### config.mk
export PLATFORM = sky130hd
export DESIGN_NAME = fetch_sequencer
export DESIGN_NICKNAME = d
export VERILOG_FILES = /design/src/rtl/fetch_sequencer.sv
export SDC_FILE = /design/constraint.sdc
export NUM_CORES = 1
export LEC_CHECK = 0
export ABC_CLOCK_PERIOD_IN_PS = 2600
export CORE_MARGIN = 2
export CORE_UTILIZATION = 48
export CTS_BUF_LIST = sky130_fd_sc_hd__clkbuf_8
export CTS_CLUSTER_DIAMETER = 80
export CTS_CLUSTER_SIZE = 25
export DETAILED_ROUTE_END_ITERATION = 6
export PLACE_DENSITY = 0.81
export SETUP_SLACK_MARGIN = 0.1
export SKIP_CTS_REPAIR_TIMING = 1
export SLEW_MARGIN = 20
export SYNTH_ARGS = -nofsm -noshare
export SYNTH_HDL_FRONTEND = slang
export SYNTH_SLANG_ARGS = --single-unit
export TNS_END_PERCENT = 5
### constraint.sdc
create_clock -name clk_i -period 2.6 [get_ports clk_i]
set_clock_uncertainty 0.1 [all_clocks]
set_input_delay 0.52 -clock clk_i [delete_from_list [all_inputs] [get_ports clk_i]]
set_output_delay 0.52 -clock clk_i [all_outputs]
set_load 0.005 [all_outputs]
### src/rtl/fetch_sequencer.sv
// ECAP5-DPROC front end: owns the PC, issues fetches, and holds each fetched
// instruction for decode behind a valid/ready handshake with redirects.
package ecap5_dproc_pkg;
  localparam logic [31:0] boot_address      = 32'h00000000;
  localparam logic [31:0] interrupt_address = 32'hFF00000A;
  localparam logic [31:0] debug_address     = 32'hFF00000B;
endpackage

module fetch_sequencer
  import ecap5_dproc_pkg::*;
(
  input  logic        clk_i,
  input  logic        rst_i,
  output logic        fetch_req_o,
  output logic [31:0] fetch_addr_o,
  input  logic        fetch_ack_i,
  input  logic [31:0] instr_i,
  output logic        output_valid_o,
  input  logic        output_ready_i,
  output logic [31:0] instr_o,
  output logic [31:0] pc_o,
  input  logic        branch_i,
  input  logic [31:0] branch_target_i,
  input  logic        irq_i,
  input  logic        irq_en_i,
  input  logic        drq_i,
  input  logic        dret_i,
  output logic [31:0] epc_o,
  output logic        irq_taken_o,
  output logic        debug_taken_o,
  output logic        debug_mode_o
);

  typedef enum logic [1:0] {
    FLUSH = 2'd0,
    FETCH = 2'd1,
    HOLD  = 2'd2
  } state_e;

  state_e      state;
  logic [31:0] pc;

  logic        take_dret;
  logic        take_debug;
  logic        take_irq;
  logic        redirect;
  logic [31:0] redirect_pc;
  logic [31:0] epc_capture;

  assign fetch_addr_o = pc;

  // Debug return and debug entry are mutually exclusive through debug_mode_o.
  assign take_dret  = dret_i && debug_mode_o;
  assign take_debug = drq_i && !debug_mode_o;
  assign take_irq   = irq_i && irq_en_i && !debug_mode_o;
  assign redirect   = take_dret || take_debug || take_irq || branch_i;

  always_comb begin
    redirect_pc = branch_target_i;
    if (take_dret) begin
      redirect_pc = epc_o;
    end else if (take_debug) begin
      redirect_pc = debug_address;
    end else if (take_irq) begin
      redirect_pc = interrupt_address;
    end
  end

  // Return point: a coincident branch has completed; an unconsumed held
  // instruction must be re-executed; otherwise resume at the current PC.
  always_comb begin
    epc_capture = pc;
    if (branch_i) begin
      epc_capture = branch_target_i;
    end else if (state == HOLD && !output_ready_i) begin
      epc_capture = pc_o;
    end
  end

  always_ff @(posedge clk_i) begin
    if (rst_i) begin
      state          <= FLUSH;
      pc             <= boot_address;
      fetch_req_o    <= 1'b0;
      output_valid_o <= 1'b0;
      instr_o        <= 32'h0;
      pc_o           <= 32'h0;
      epc_o          <= 32'h0;
      irq_taken_o    <= 1'b0;
      debug_taken_o  <= 1'b0;
      debug_mode_o   <= 1'b0;
    end else begin
      irq_taken_o   <= 1'b0;
      debug_taken_o <= 1'b0;
      if (redirect) begin
        state          <= FLUSH;
        pc             <= redirect_pc;
        fetch_req_o    <= 1'b0;
        output_valid_o <= 1'b0;
        if (take_dret) begin
          debug_mode_o <= 1'b0;
        end else if (take_debug) begin
          debug_mode_o  <= 1'b1;
          debug_taken_o <= 1'b1;
          epc_o         <= epc_capture;
        end else if (take_irq) begin
          irq_taken_o <= 1'b1;
          epc_o       <= epc_capture;
        end
      end else begin
        case (state)
          FLUSH: begin
            state       <= FETCH;
            fetch_req_o <= 1'b1;
          end
          FETCH: begin
            if (fetch_ack_i) begin
              instr_o        <= instr_i;
              pc_o           <= pc;
              pc             <= pc + 32'd4;
              state          <= HOLD;
              fetch_req_o    <= 1'b0;
              output_valid_o <= 1'b1;
            end
          end
          HOLD: begin
            if (output_ready_i) begin
              state          <= FETCH;
              fetch_req_o    <= 1'b1;
              output_valid_o <= 1'b0;
            end
          end
          default: begin
            state          <= FLUSH;
            fetch_req_o    <= 1'b0;
            output_valid_o <= 1'b0;
          end
        endcase
      end
    end
  end

endmodule

==> results by group, run 1 <==
Placed design
  – Post-DP HPWL: 14.31 mm
  – Port bufs: 205
  – RePlAce Congestion: 0.9006

Critical path
  – RR Endpoint: fetch_addr_o[17]
  – R2R depth: 5
  – Worst Setup Start Kind: register
  – CP arrival: 1.76 ns
  – WP data required: 1.98 ns
  – CP endpoint kind: output port
  – Reg2Reg Launch Point: fetch_addr_o[5]
  – CP max stage delay: 0.58 ns
  – CP Class: register to output port
  – Cell Chain, Critical Path: buf_4, clkdlybuf4s50_1
  – Maximum fanout along the worst path: 11
  – FF-to-FF setup slack: 0.43 ns
  – Worst path slowest cell: dfxtp_1

Timing
  – Slew HR: 64.36%
  – Period utilization: 91.57%
  – RSZ-0062 raised after global routing: false
  – Top achievable clock speed: 420.0 MHz
  – Pins Over Slew Limit: 0
  – Final setup viols: 0
  – Min Tclk post-route: 2.381 ns
  – TNS Setup: 0 ns
  – Fin. Hold Viols: 0
  – Worst Max-Slew Pin Slew: 0.5347 ns

Layout
  – Area grow syn2layout: 44.91%
  – Fillers: 1053
  – Most frequent cells in the layout: 203 x clkdlybuf4s50_1, 196 x nand2_1, 134 x dfxtp_1
  – Commonest non-fill, non-tap cell in the layout: clkdlybuf4s50_1
  – Final nets: 1071
  – Final Util: 70.53%
  – Fraction of layout cells with a size suffix above 1: 9.613%
  – Register area: 2683 um2
  – Area of the multi-input gates: 3417 um2
  – ANT cells: 0

Floorplan
  – Die Height: 119.2 um
  – Die Footprint: 14210 um2
  – FP Rows: 42
  – I/O pins: 206
  – Core area: 13090 um2
  – Initial Util: 48.67%
  – Die W: 119.2 um

GRT
  – Largest net degree at the start of global routing: 60
  – Total track usage: 29.58%
  – Initial antenna violation count: 0
  – Number of global-route vias before repair: 6480
  – Total global routing overflow: 0
  – Global-route wire length before repair: 33.44 mm

Yosys
  – Mapped Cells: 789
  – FFs w/ async S/R, synth: 0%
  – Post-synth top area share: 42.12%
  – Register area share after synthesis: 42.12%
  – Syn_area_per_cell: 8.072 um2
  – Distinct cells, synth: 59
  – #FFs+latches synth: 134
  – Main flop type after synthesis: dfxtp_1
  – Post-synth EDFFs: 0
  – Warnings, synthesis: 0
  – Largest cells by area after synthesis: dfxtp_1 42%, nand2_1 12%, a21oi_1 6.6%, mux2i_1 5.0%, clkbuf_1 3.1%
  – Yosys top cell by area: dfxtp_1
  – Post-synth net total: 863
  – Synthesized cell area: 6369 um2

Clocking
  – Inserted Clock Buffers: 17
  – Clk slew on worst S/H paths: 0.07 ns
  – Max clock buf depth: 2
  – CTS Sinks: 134
  – Clock root cell: clkbuf_8
  – CTS tree: done
  – H-tree depth: 4
  – Worst-skew pair later-pin latency: 0.45 ns

Power
  – Internal power: 0.003370 W
  – Sequential share of power: 48.7%
  – Leakage: 3.138 nW
  – Sw frac: 26.80%
  – Power per cell area: 498.8 nW/um2
  – Sw Pwr: 0.001234 W
  – Part of the total power dissipated in the clock network: 33.8%
  – Max IR drop VDD: 0.3465 mV
  – Combinational share of power: 17.5%

Outcome
  – Status: completed

Detailed routing
  – Residual DRC: 0
  – First-iteration detailed-routing DRC count: 608
  – Post-route ant nets: 0
  – Wirelength per Cell: 17.51 um
  – Via density per instance: 5.635
  – Vias: 6677
  – Pre-Repair DR Iteration Count: 5
  – Total wire length: 20.75 mm

Min path
  – HP Start: instr_o[23]
  – Hold depth: 2
  – Hold Path Class: register to register
  – Worst Hold End: instr_o[23]

Run
  – Max_cap viols: 0
-- cell usage after synthesis (all sizes together), types with 7 or more instances --
cell,instances
nand2,197
dfxtp,134
a21oi,84
clkbuf,52
o21ai,37
mux2i,32
nor2,29
a22o,22
a211oi,16
nand2b,16
buf,15
a32o,14
nor3,14
nor4,11
xnor2,11
nand3,9
nand4,9
a311oi,7
o211ai,7
-- critical path, delay by kind of cell, from the launching register on --
kind / cells / cell delay [ns]
buf+inv: 2 / 0.74
flops: 1 / 0.58
-- stage by stage --
step	power (W)	instance area [um2]	std cells	hold slack [ns]	setup slack, ns
3_5_place_dp	0.003078	8879	1154	0.3458	-0.1568
2_1_floorplan	0.002616	6369	789	0.3527	0.4120
5_1_grt	0.004796	9229	1185	0.3688	0.1366
6_report	0.004604	9229	1185	0.3535	0.2193
4_1_cts	0.004626	9225	1185	0.3521	0.1949
3_3_place_gp	0.003069	8879	1154	0.3408	-0.05906
-- area by class of cell --
cell class | instances | share of cell area, %
Multi-Input combinational cell | 582 | 37.03
Sequential cell | 134 | 29.07
Timing Repair Buffer | 256 | 27.52
Clock buffer | 20 | 2.983
Tap cell | 176 | 2.386
Clock inverter | 11 | 0.7728
Inverter | 6 | 0.2440
-- flip-flops by register name, indices dropped and copies added (netlist names) --
register and cells:
state 2, output_valid_o 1, debug_taken_o 1, epc_o 32, pc_o 32, irq_taken_o 1, instr_o 32, debug_mode_o 1
fetch_addr_o 32
-- kinds of logic after synthesis --
| family | after synthesis | synth area share [%] |
|---|---|---|
| and+or+nand+nor | 308 | 22.36 |
| AOI/OAI and AO/OA | 228 | 23.81 |
| DFF | 134 | 42.12 |
| buffers and inverters | 73 | 4.695 |
| muxes | 32 | 5.030 |
| xor gates and xnor gates | 13 | 1.788 |
| adders and majority gates | 1 | 0.1964 |
-- power groups by stage --
stage          sequential (W)  clock (W)  combinational (W)
2_1_floorplan         0.00226          0           0.000352
4_1_cts               0.00224    0.00159           0.000801
6_report              0.00224    0.00156           0.000807
3_3_place_gp          0.00228          0           0.000786
3_5_place_dp          0.00228          0           0.000795
5_1_grt               0.00225    0.00167           0.000872
-- worst max-delay path by stage --
stage,startpoint,cells past startpoint,slack (ns),end
global placement,irq_i,5,-0.06,fetch_addr_o[18]
finish,debug_mode_o,2,0.22,debug_mode_o
floorplan,fetch_addr_o[7],8,0.41,fetch_addr_o[22]
global route,debug_mode_o,2,0.14,debug_mode_o
CTS,debug_mode_o,2,0.19,debug_mode_o
detailed placement,irq_i,5,-0.16,fetch_addr_o[17]
-- routing by layer --
layer	vias up	GRT usage (%)	wire length [um]
met4	0	11.83	454
met3	47	7.759	1686
met1	3120	38.65	9028
li1	3235	-	-
met2	275	46.59	9576
met5	-	0	0
Power figures use the tool's default switching activity.
==> run 2, diff against run 1 <==
SLEW_MARGIN = 40   (was 20)
==> results of run 2 <==
Same layout as run 1: the final DEF is identical, and so are final timing and power.
==> run 3, diff against run 2 <==
SETUP_SLACK_MARGIN = default   (was 0.1)
==> run 3 against run 2 <==
Compared with the run above: critical path depth did not move; hold slack barely moved; critical endpoint unchanged; die area did not move; sequential cell count did not move.
==> results by group, run 3 (same netlist as run 1, synthesis figures left out) <==
Placed design
  – RePlAce Congestion: 0.9006 (unchanged)
  – Port bufs: 205 (unchanged)
  – Post-DP HPWL: 14.31 mm (unchanged)
  – Dpl cells: 1154 (unchanged)

Detailed routing
  – Residual DRC: 0 (unchanged)
  – Post-route ant nets: 0 (unchanged)
  – Via density per instance: 5.630 (was 5.635)
  – First-iteration detailed-routing DRC count: 719 (was 608)
  – Pre-Repair DR Iteration Count: 5 (unchanged)
  – Wirelength per Cell: 17.55 um (was 17.51 um)
  – Total wire length: 20.80 mm (was 20.75 mm)
  – Vias: 6672 (was 6677)

Floorplan
  – Die Footprint: 14210 um2 (unchanged)
  – Initial Util: 48.67% (unchanged)
  – I/O pins: 206 (unchanged)
  – Die W: 119.2 um (unchanged)
  – FP Rows: 42 (unchanged)
  – Die Height: 119.2 um (unchanged)
  – Core area: 13090 um2 (unchanged)

Critical path
  – R2R depth: 4 (was 5)
  – WP data required: 1.98 ns (about the same)
  – FF-to-FF setup slack: 0.25 ns (was 0.43 ns)
  – Maximum fanout along the worst path: 11 (unchanged)
  – CP Class: register to output port (unchanged)
  – CP arrival: 1.80 ns (was 1.76 ns)
  – RR Endpoint: fetch_addr_o[17] (unchanged)
  – CP endpoint kind: output port (unchanged)
  – Reg2Reg Launch Point: debug_mode_o (was fetch_addr_o[5])
  – Worst Setup Start Kind: register (unchanged)

Min path
  – Hold depth: 2 (unchanged)
  – HP Start: instr_o[10] (was instr_o[23])
  – Worst Hold End: instr_o[10] (was instr_o[23])
  – Hold Path Class: register to register (unchanged)

GRT
  – Largest net degree at the start of global routing: 60 (unchanged)
  – Initial antenna violation count: 0 (unchanged)
  – Total global routing overflow: 0 (unchanged)
  – Global-route wire length before repair: 33.44 mm (unchanged)
  – Number of global-route vias before repair: 6480 (unchanged)
  – Total track usage: 29.58% (unchanged)

Timing
  – Final setup viols: 0 (unchanged)
  – Top achievable clock speed: 413.8 MHz (was 420.0 MHz)
  – Fin. Hold Viols: 0 (unchanged)
  – Period utilization: 92.94% (was 91.57%)
  – Slew HR: 46.09% (was 64.36%)
  – Hold WS: 0.3533 ns (was 0.3535 ns)
  – Pins Over Slew Limit: 0 (unchanged)
  – Min Tclk post-route: 2.417 ns (was 2.381 ns)
  – RSZ-0062 raised after global routing: false (unchanged)
  – Worst Max-Slew Pin Slew: 0.8032 ns (was 0.5347 ns)

Clocking
  – CTS Sinks: 134 (unchanged)
  – Clk slew on worst S/H paths: 0.07 ns (about the same)
  – Clock root cell: clkbuf_8 (unchanged)
  – Worst-skew pair later-pin latency: 0.45 ns (about the same)
  – Inserted Clock Buffers: 17 (unchanged)
  – Max clock buf depth: 2 (unchanged)
  – H-tree depth: 4 (unchanged)
  – CTS tree: done (unchanged)

Layout
  – Commonest non-fill, non-tap cell in the layout: clkdlybuf4s50_1 (unchanged)
  – ANT cells: 0 (unchanged)
  – Final nets: 1071 (unchanged)
  – Fillers: 1053 (unchanged)
  – Fraction of layout cells with a size suffix above 1: 9.514% (was 9.613%)
  – Layout Cells excl Fill: 1185 (unchanged)
  – Area grow syn2layout: 44.85% (was 44.91%)
  – Final Util: 70.50% (was 70.53%)
  – Most frequent cells in the layout: 203 x clkdlybuf4s50_1, 196 x nand2_1, 134 x dfxtp_1 (unchanged)

Run
  – Max_cap viols: 0 (unchanged)

Outcome
  – Status: completed (unchanged)

Power
  – Max IR drop VDD: 0.3462 mV (was 0.3465 mV)
  – Power per cell area: 499.3 nW/um2 (was 498.8 nW/um2)
  – Leakage: 3.137 nW (was 3.138 nW)
-- run 3: worst max-delay path: stages (launching register included) --
cell	delay (ns)
dfxtp_1	0.61
buf_4	0.24
clkdlybuf4s50_1	0.50
-- run 3: routing by layer --
metal | up-vias | global-route usage (%) | wire (um) | part of all wire, %
met4 | 0 | 11.83 | 369 | 1.8
met5 | - | 0 | 0 | 0
met1 | 3123 | 38.65 | 9117 | 44
met2 | 283 | 46.59 | 9608 | 46
met3 | 33 | 7.759 | 1705 | 8.2
li1 | 3233 | - | - | -
-- run 3: layout make-up --
class	count	area, um2	share of cell area, %
multi-input combinational	582	3413	37.00
sequential	134	2683	29.08
timing repair buffer	256	2540	27.53
clock buffer	20	275.3	2.984
tap	176	220.2	2.387
clock inverter	11	71.32	0.7731
inverter	6	22.52	0.2441
-- run 3: worst max path at each step --
| stage | end | start |
|---|---|---|
| 2_1_floorplan | fetch_addr_o[22] | fetch_addr_o[7] |
| 3_3_place_gp | fetch_addr_o[18] | irq_i |
| 3_5_place_dp | fetch_addr_o[17] | irq_i |
| 4_1_cts | debug_mode_o | debug_mode_o |
| 5_1_grt | fetch_addr_o[17] | debug_mode_o |
| 6_report | debug_mode_o | debug_mode_o |
-- run 3: power by group --
group	switching (W)	internal [W]
logic	0.000371	0.000436
clock network	0.000762	0.000796
registers	0.000104	0.00214
total	0.00124	0.00337
-- run 3: through the flow --
| stage | power (W) | instance area, um2 | worst slack (ns) | setup TNS, ns |
|---|---|---|---|---|
| floorplan | 0.002616 | 6369 | 0.4120 | 0 |
| global placement | 0.003069 | 8879 | -0.05906 | -0.05931 |
| detailed placement | 0.003078 | 8879 | -0.1568 | -0.2437 |
| CTS | 0.004626 | 9225 | 0.1949 | 0 |
| global route | 0.004795 | 9225 | 0.03028 | 0 |
| finish | 0.004606 | 9225 | 0.1835 | 0 |
